<file path="src/rtl/kij_pass_sequencer.sv">
// kij_pass_sequencer: drives the 37-bit core inst word for one kernel-offset pass
// (weights -> L0 -> PE, settle gap, activations -> L0, execute, OFIFO -> pmem).
module kij_pass_sequencer #(
   parameter int unsigned COL     = 8,
   parameter int unsigned ROW     = 8,
   parameter int unsigned LEN_NIJ = 64,
   parameter int unsigned GAP     = 10,
   parameter int unsigned NKIJ    = 9,
   parameter int unsigned W_BASE  = 1024,
   parameter int unsigned P_BASE  = 0
) (
   input  logic        clk,
   input  logic        reset,
   input  logic        start,
   input  logic [3:0]  kij,
   input  logic        ofifo_valid,
   output logic [36:0] inst,
   output logic        busy,
   output logic        done,
   output logic        err
);

   localparam int unsigned AW      = 11;
   localparam int unsigned CNT_MAX = (COL + 1 > GAP)
                                     ? ((COL + 1 > LEN_NIJ + 1) ? COL + 1 : LEN_NIJ + 1)
                                     : ((GAP > LEN_NIJ + 1) ? GAP : LEN_NIJ + 1);
   localparam int unsigned CNT_W   = $clog2(CNT_MAX + 1);
   localparam int unsigned DCNT_W  = $clog2(LEN_NIJ + 1);

   // inst word field positions
   localparam int unsigned B_L0RM  = 36;
   localparam int unsigned B_MODE  = 35;
   localparam int unsigned B_DMODE = 34;
   localparam int unsigned B_CENP  = 32;
   localparam int unsigned B_WENP  = 31;
   localparam int unsigned A_P_LSB = 20;
   localparam int unsigned B_CENX  = 19;
   localparam int unsigned A_X_LSB = 7;
   localparam int unsigned B_OFRD  = 6;
   localparam int unsigned B_L0RD  = 3;
   localparam int unsigned B_L0WR  = 2;
   localparam int unsigned B_EXEC  = 1;
   localparam int unsigned B_LOAD  = 0;

   localparam logic [36:0] IDLE_WORD = 37'h1_800C_0000;

   localparam logic [2:0] S_IDLE  = 3'd0;
   localparam logic [2:0] S_WLD   = 3'd1;
   localparam logic [2:0] S_KLOAD = 3'd2;
   localparam logic [2:0] S_GAP   = 3'd3;
   localparam logic [2:0] S_ALD   = 3'd4;
   localparam logic [2:0] S_EXEC  = 3'd5;
   localparam logic [2:0] S_DRAIN = 3'd6;
   localparam logic [2:0] S_DONE  = 3'd7;

   // Reject parameter sets the counters and kij port cannot represent
   if (COL < 1 || ROW < 1 || LEN_NIJ < 1 || GAP < 1 || NKIJ < 1 || NKIJ > 16) begin : g_bad_param
      $error("kij_pass_sequencer: illegal parameter set");
   end

   logic [2:0]        state_q, state_d;
   logic [CNT_W-1:0]  cnt_q, cnt_d;
   logic [DCNT_W-1:0] rd_cnt_q, rd_cnt_d;
   logic [DCNT_W-1:0] wr_cnt_q, wr_cnt_d;
   logic [3:0]        kij_q, kij_d;
   logic              err_d, rd_d, wr_d;
   logic [36:0]       inst_d;

   // Next state, phase counter and DRAIN read/write bookkeeping
   always_comb begin
      state_d = state_q;
      cnt_d   = cnt_q + CNT_W'(1);
      kij_d   = kij_q;
      err_d   = 1'b0;
      case (state_q)
         S_IDLE: begin
            cnt_d = '0;
            if (start) begin
               if (32'(kij) < NKIJ) begin
                  state_d = S_WLD;
                  kij_d   = kij;
               end else begin
                  err_d = 1'b1;
               end
            end
         end
         S_WLD:   if (cnt_q == CNT_W'(COL))         begin state_d = S_KLOAD; cnt_d = '0; end
         S_KLOAD: if (cnt_q == CNT_W'(COL - 1))     begin state_d = S_GAP;   cnt_d = '0; end
         S_GAP:   if (cnt_q == CNT_W'(GAP - 1))     begin state_d = S_ALD;   cnt_d = '0; end
         S_ALD:   if (cnt_q == CNT_W'(LEN_NIJ))     begin state_d = S_EXEC;  cnt_d = '0; end
         S_EXEC:  if (cnt_q == CNT_W'(LEN_NIJ - 1)) begin state_d = S_DRAIN; cnt_d = '0; end
         S_DRAIN: begin
            cnt_d = '0;
            if (wr_cnt_q == DCNT_W'(LEN_NIJ)) state_d = S_DONE;
         end
         default: begin
            state_d = S_IDLE;
            cnt_d   = '0;
         end
      endcase

      // A read is issued on the sampled valid; its pmem write follows one cycle later
      rd_d     = (state_d == S_DRAIN) && ofifo_valid && (rd_cnt_q < DCNT_W'(LEN_NIJ));
      wr_d     = (state_q == S_DRAIN) && (state_d == S_DRAIN) && inst[B_OFRD];
      rd_cnt_d = (state_d == S_DRAIN) ? rd_cnt_q + DCNT_W'(rd_d) : '0;
      wr_cnt_d = (state_d == S_DRAIN) ? wr_cnt_q + DCNT_W'(wr_d) : '0;
   end

   // Instruction word for the cycle being entered
   always_comb begin
      inst_d = IDLE_WORD;
      case (state_d)
         S_WLD: begin
            inst_d[B_MODE]  = 1'b1;
            inst_d[B_DMODE] = 1'b1;
            if (cnt_d < CNT_W'(COL)) begin
               inst_d[B_CENX]          = 1'b0;
               inst_d[A_X_LSB +: AW]   = AW'(W_BASE + 32'(kij_d) * COL + 32'(cnt_d));
            end
            if (cnt_d != '0) inst_d[B_L0WR] = 1'b1;
         end
         S_KLOAD: begin
            inst_d[B_L0RM] = 1'b1;
            inst_d[B_MODE] = 1'b1;
            inst_d[B_L0RD] = 1'b1;
            inst_d[B_LOAD] = 1'b1;
         end
         S_ALD: begin
            inst_d[B_MODE] = 1'b1;
            if (cnt_d < CNT_W'(LEN_NIJ)) begin
               inst_d[B_CENX]        = 1'b0;
               inst_d[A_X_LSB +: AW] = AW'(cnt_d);
            end
            if (cnt_d != '0) inst_d[B_L0WR] = 1'b1;
         end
         S_EXEC: begin
            inst_d[B_MODE] = 1'b1;
            inst_d[B_L0RD] = 1'b1;
            inst_d[B_EXEC] = 1'b1;
         end
         S_DRAIN: begin
            inst_d[B_OFRD] = rd_d;
            if (wr_d) begin
               inst_d[B_CENP]        = 1'b0;
               inst_d[B_WENP]        = 1'b0;
               inst_d[A_P_LSB +: AW] = AW'(P_BASE + 32'(kij_q) * LEN_NIJ + 32'(wr_cnt_q));
            end
         end
         default: ;
      endcase
   end

   // State and registered outputs; reset aborts any pass in flight
   always_ff @(posedge clk) begin
      if (reset) begin
         state_q  <= S_IDLE;
         cnt_q    <= '0;
         rd_cnt_q <= '0;
         wr_cnt_q <= '0;
         kij_q    <= '0;
         inst     <= IDLE_WORD;
         busy     <= 1'b0;
         done     <= 1'b0;
         err      <= 1'b0;
      end else begin
         state_q  <= state_d;
         cnt_q    <= cnt_d;
         rd_cnt_q <= rd_cnt_d;
         wr_cnt_q <= wr_cnt_d;
         kij_q    <= kij_d;
         inst     <= inst_d;
         busy     <= (state_d != S_IDLE);
         done     <= (state_d == S_DONE);
         err      <= err_d;
      end
   end

endmodule

</file>
<file path="config.mk">
export PLATFORM = sky130hd
export DESIGN_NAME = kij_pass_sequencer
export DESIGN_NICKNAME = d
export VERILOG_FILES = /design/src/rtl/kij_pass_sequencer.sv
export SDC_FILE = /design/constraint.sdc
export NUM_CORES = 1
export LEC_CHECK = 0
export BUFFER_PORTS_ARGS = -buffer_cell sky130_fd_sc_hd__buf_4
export CAP_MARGIN = 15
export CORE_UTILIZATION = 27
export CTS_BUF_LIST = sky130_fd_sc_hd__clkbuf_16
export DETAILED_ROUTE_END_ITERATION = 10
export GPL_ROUTABILITY_DRIVEN = 0
export PLACE_DENSITY = 0.49
export SYNTH_ARGS = -nofsm -noshare
export SYNTH_HDL_FRONTEND = slang
export SYNTH_SLANG_ARGS = --single-unit
</file>
<file path="constraint.sdc">
create_clock -name clk -period 2.5 [get_ports clk]
set_input_delay 0.25 -clock clk [delete_from_list [all_inputs] [get_ports clk]]
set_output_delay 0.25 -clock clk [all_outputs]
set_load 0.01 [all_outputs]
</file>
# Word-level counts from Yosys, hierarchy flattened
# Index checks and enable logic that the tools add are counted.
word_totals:
  rom_bits: 0
  in_bits: 8
  out_inout_bits: 40
  latchBits: 0
  register_bits: 68
  mem_bits_rw: 0
  memories: 0
classes:
  n_mux: 32
  div_mod_pow: 0
  n_shift: 0
  multipliers: 0
  bitwise_logic: 5
  order_cmp: 4
  eq_ne: 18
  reduce_logical: 14
  n_addsub: 6
ops:
  columns: ["op", "n"]
  rows:
  - ["$mux 7", 6]
  - ["$pmux 7 s5", 1]
  - ["$mux 3", 8]
  - ["$pmux 11 s2", 1]
  - ["$eq 3x3->1 const B", 7]
  - ["$pmux 3 s7", 1]
  - ["$add 7x1->7", 2]
  - ["$eq 7x4->1 const B", 2]
  - ["$eq 7x7->1 const B", 2]
  - ["$lt 7x7->1 const B", 2]
  - ["$mux 13", 1]
  - ["$mux 4", 3]
  - ["$add 10x7->11", 1]
  - ["$add 11x7->11", 1]
  - ["$add 11x7->11 const A", 1]
  - ["$mux 11", 1]
  - ["$eq 3x2->1 const B", 3]
  - ["$mux 1", 9]
  - ["$reduce_or 2->1", 4]
  - ["$add 7x1->7 const B", 1]
  - ["$eq 7x3->1 const B", 1]
  - ["$eq 7x6->1 const B", 1]
  - ["$lt 7x4->1 const B", 1]
  - ["$reduce_bool 7->1", 1]
  - ["other kinds (9)", 18]

# Logic depth before layout (Yosys ltp)
logic_depth:
  depth_word: 9
  mapped_depth: 13
  depth_no_buf: 13

# Worst setup path after synthesis
# Ideal clock, no wire load.
synth_timing:
  kind: "flip-flop to flip-flop"
  from: "register cnt_q[4]"
  to: "register inst[12]"
  period_less_slack_ps: 2746
  setup_ps: 71
  slack_ps: -246
  stages_incl_launch_ff: 12
  arrival_ps: 2675
  path_cell_list: "dfxtp_1 -> buf_6 -> or4b_4 -> o311ai_0 -> o41a_2 -> a21oi_1 -> ha_1 -> fa_1 -> xnor2_1 -> nor4_1 -> nand3_1 -> a21oi_1"
synth_via:
  elab_chain_len: 6
  elab_cells_between_ends: 26
  classes_between: "add/sub (2); order compare (2); eq/ne (7); mux (15)"
synth_lines:
  columns: ["item", "line_no", "source"]
  rows:
  - ["start: declaration", "62", "logic [CNT_W-1:0] cnt_q, cnt_d;"]
  - ["start signal: assignment", "167", "cnt_q <= cnt_d;"]
  - ["$eq 7x6->1 (tied with other cells)", "91", "S_EXEC: if (cnt_q == CNT_W'(LEN_NIJ - 1)) begin state_d = S_DRAIN; cnt_d = '0; end"]
  - ["$mux 7 (on tied branches)", null, null]
  - ["$pmux 7 s5 (*)", "75", "case (state_q)"]
  - ["via cnt_d[3]", "62", null]
  - ["$add 11x7->11 (tied with other cells)", "118", "inst_d[A_X_LSB +: AW] = AW'(W_BASE + 32'(kij_d) * COL + 32'(cnt_d));"]
  - ["$mux 11 or $mux 7 (tied branches)", "116, 130", null]
  - ["$pmux 11 s2 (*)", "112", "case (state_d)"]
  - ["end signal: assignment", "171", "inst <= inst_d;"]
  - ["end: declaration", "17", "output logic [36:0] inst,"]
# The timed path passes the listed nets; every way through them passes the cells marked *.
# A chain may end at the register's enable or synchronous reset.

# Worst setup path in the final report
layout_timing:
  from: "register cnt_q[4]"
  to: "register rd_cnt_q[6]"
layout_via:
  elab_chain_len: 7
  elab_cells_between_ends: 17
  classes_between: "add/sub (1); eq/ne (6); mux (6); bitwise (1); reduce/logical (3)"
layout_lines:
  columns: ["item", "line_no", "source"]
  rows:
  - ["$eq 7x6->1 (tied with other cells)", "91", null]
  - ["$mux 3 (on tied branches)", null, null]
  - ["$pmux 3 s7 (*)", "75", null]
  - ["$eq 3x3->1 (*)", "103", "rd_d = (state_d == S_DRAIN) && ofifo_valid && (rd_cnt_q < DCNT_W'(LEN_NIJ));"]
  - ["$logic_and 1x1->1 (*) (2 in a row)", "103", null]
  - ["via rd_d", "66", "logic err_d, rd_d, wr_d;"]
  - ["$add 7x1->7 (*)", "105", "rd_cnt_d = (state_d == S_DRAIN) ? rd_cnt_q + DCNT_W'(rd_d) : '0;"]
  - ["end signal: assignment", "168", "rd_cnt_q <= rd_cnt_d;"]
  - ["end: declaration", "63", "logic [DCNT_W-1:0] rd_cnt_q, rd_cnt_d;"]
# Marked as above.

==> impl_summary.txt <==
----------------------------------------------------
[Pwr]
  Sequential group share of total power ... about two fifths
  Combinational power share ... under 10%
  Sw frac ... 22.4%
  Cell leakage power ... between 1.5 and 2 nW
  Share of total power in the clock network ... between 50% and 60%
  Power dissipated by switching net loads ... approximately 0.52 mW
  Maximum vdd ir drop ... 264 µV
  Total Power ... between 2 and 2.5 mW
  PD cells ... 594 nW/µm²
  Internal power component ... 1.81 mW

[Clocking]
  Skew-Pair Late Insertion Delay ... 0.32 ns
  Cts bufs inserted ... 9
  H-tree depth ... 3
  Number of sinks driven by the clock tree ... 60
  Clock Pin Slew Worst Setup and Hold Paths ... ~0.050 ns
  Max Root-Sink Buffers ... 2
  Cell at the root of the clock tree ... clkbuf_16
  TritonCTS clock tree ... yes
  Number of buffers inserted for hold repair after clock tree synthesis ... 0

[Drt]
  Total number of vias ... 2223
  DRT Wirelength ... 6.27 mm
  DRT antenna net count ... 0
  DRC violation count after routing ... 0
  Number of vias per cell ... between 4 and 5
  Routed length per instance ... approximately 12 µm
  Length of the first detailed-routing pass in iterations ... 4
  Violation count after the first detailed-routing iteration ... 57

[Placement]
  Cell total after placement ... around 490
  Detailed-placement wirelength estimate ... 4.57 mm
  IO buf count ... between 40 and 50

[Timing]
  Clock period minus final worst setup slack ... roughly 2.7 ns
  Number of pins exceeding their max-slew limit in the final report ... 0
  Hold Worst Slack ... about 0.22 ns
  Clock skew ... between 0.004 and 0.005 ns
  Tightest slew margin relative to the limit ... around 64%
  Setup-violating endpoint count in the final report ... 8
  Maximum clock frequency ... 0.370 GHz
  Final Hold Vio Count ... 0
  Total negative slack ... -0.892 ns
  Final Cycle Share ... 108%
  Transition time at the pin with the least slew margin ... roughly 0.53 ns
  Min setup slack post-route ... -0.201 ns
  Unrepaired setup endpoints after global routing ... true

[Synthesis]
  Post-synthesis cell type with the largest combined area ... dfxtp_1
  Portion of netlist area occupied by mux cells ... 1.95%
  Main combinational cell family by area after synthesis ... simple AND/OR/NAND/NOR gates
  Area share of the leading cell type in the synthesized netlist ... a little over two fifths
  Library cell with the highest instance count after synthesis ... dfxtp_1
  Cell variety after synth ... 56
  Compound-Gate Fraction of Synth Area ... ~10%
  Commonest cells in the synthesized netlist ... dfxtp_1 (60), nor2_1 (28), nand3_1 (17), nor3_1 (16), a21oi_1 (14)
  Register area share after synthesis ... a little over two fifths
  EDFF count, synth ... 0
  Share of synthesized registers carrying an async set or reset ... 0%
  Avg Synthesized Cell Area ... between 9 and 10 µm²
  Fraction of synthesized cell area in xor and xnor cells ... 6.04%
  Simple-gate area share of the yosys netlist ... 26.2%
  Netlist Area Pre-Place ... approximately 2800 µm²
  Number of synthesized register bits ... 60
  Cell count after synthesis ... between 200 and 300
  Synth warn ... 0
  Most used flip-flop cell after synthesis ... dfxtp_1
  Adder-cell area share of the yosys netlist ... around 6.6%
  Cell types with the largest area share after synthesis ... dfxtp_1 (44%), ha_1 (5.9%), nor2_1 (3.8%)

[Floorplanning]
  Area of the die ... ~11000 µm²
  I/O pin count ... 48
  Die height ... between 100 and 150 µm
  Starting density of the core ... 28.1%
  Die boundary width ... between 100 and 150 µm
  Std-Cell Core Area ... 9820 µm²
  # rows ... 36

[Critical path]
  Worst endpoint data arrival time ... 2.91 ns
  Crit start category ... flip-flop
  Largest fanout on the critical path ... 5
  Crit end category ... flip-flop
  Data required, critical path ... 2.71 ns
  Critical path type ... reg2reg

[Worst hold path]
  Hold crit path type ... in2reg

[Finish]
  Number of antenna cells inserted ... 0
  Number of fill cells ... 993
  Area of the multi-input gates ... 1630 µm²
  Flip-flop and latch area ... around 1200 µm²
  Final standard cell count with taps included and fillers excluded ... 506
  Ratio of cells with drive above 1 in the final layout ... 37.5%
  Total number of nets in the final design ... 390
  Synthesis-to-finish area growth ... 43.0%

[GRT]
  Overflow after GRT ... 0
  Initial antenna violation count ... 0
  GR Util All Layers ... 12.9%
  First-pass GRT wire length ... 10.1 mm
  Number of global-route vias before repair ... about 2.1k
  Largest net degree at the start of global routing ... 26

[Outcome]
  Outcome ... finished, violations left
  Violations in the final reports ... setup timing

[Run]
  # Max-Cap Violations ... 0

----------------------------------------------------
timing repair:
item / CTS / global route
hold endpoints to repair: 0 / 0
setup endpoints to repair: 10 / 13
resized for setup: 16 / 21
buffers inserted: 1 / 3
pin swaps: 2 / 8
cell usage in the layout, fill, tap and decap left out, types with 3 or more instances in the layout:
cell type	netlist	final
and2_1	10	10
nand2b_1	6	6
nor4_1	5	5
nor3_1	16	15
dfxtp_1	60	58
nor2b_1	5	5
a21boi_1	3	3
nand2_1	7	7
ha_2	0	3
clkbuf_16	0	9
nand3_2	1	3
a21oi_4	0	3
nand3_1	17	15
and3_1	13	9
ha_1	13	5
ha_4	0	5
buf_4	10	83
xnor2_1	10	9
nor2_1	28	27
a21oi_1	14	9
inv_1	4	5
conb_1	2	6
a21o_1	6	6
xor2_1	9	9
and3_4	0	4
mux2_2	3	3
layer usage:
layer  global-route usage (%)  vias up  share of wire, %
met5                        0        -                 0
met4                     5.53        0               1.2
met3                     4.14        5               3.6
met2                     20.7       40                48
met1                     16.0     1020                47
li1                         -     1158                 -
path summary, 6_finish.rpt:
path / slack (ns) / to / cells after the start / from
hold / removal: 0.22 / err / 3 / kij[3]
setup reg to reg: -0.20 / rd_cnt_q[6] / 11 / cnt_q[4]
setup / recovery: -0.20 / rd_cnt_q[6] / 11 / cnt_q[4]
hold reg to reg: 0.45 / cnt_q[0] / 1 / cnt_q[0]
power groups by stage:
stage / clock (mW) / combinational [mW] / sequential (mW)
after CTS: 1.20 / 0.175 / 0.981
after floorplan: 0 / 0.101 / 1.00
final: 1.18 / 0.182 / 0.981
after detailed placement: 0 / 0.168 / 1.00
after global placement: 0 / 0.168 / 1.00
after global routing: 1.25 / 0.203 / 0.982
state kept, by name (all words and copies together), names as in the netlist:
name	count
inst	29
cnt_q	7
rd_cnt_q	7
wr_cnt_q	7
kij_q	4
state_q	3
busy	1
done	1
err	1
kinds of logic after synthesis:
| logic type | Yosys count |
|---|---|
| compound gates | 38 |
| buf+inv | 24 |
| mux | 5 |
| xor+xnor | 19 |
| fa+ha+maj | 14 |
| other cells | 2 |
| flops | 60 |
| simple gates | 126 |
layout make-up:
class | instances | share of cell area, %
clock buffers | 9 | 5.72
clock inverters | 7 | 1.49
inverters | 5 | 0.476
multi-input cells | 208 | 41.4
flip-flops and latches | 60 | 30.6
well taps | 133 | 4.22
repair buffers | 84 | 16.1
through the flow:
stage / area [µm²] / util (%) / setup slack, ns
after global routing: 3940 / 40.1 / -0.292
final: 3940 / 40.1 / -0.201
after detailed placement: 3430 / 35.0 / -0.187
after floorplan: 2780 / - / -0.191
after global placement: 3430 / 35.0 / -0.138
after CTS: 3800 / 38.7 / -0.161
worst max-delay path: stages, from the launching register on:
cell	delay [ns]
dfxtp_2	0.31
or4b_4	0.59
or2_4	0.27
o221ai_4	0.17
and4_1	0.23
and4b_1	0.22
ha_2	0.21
ha_4	0.13
and3_4	0.19
nand3_2	0.08
xor2_1	0.14
nor2_1	0.05
Power figures use the tool's default switching activity.
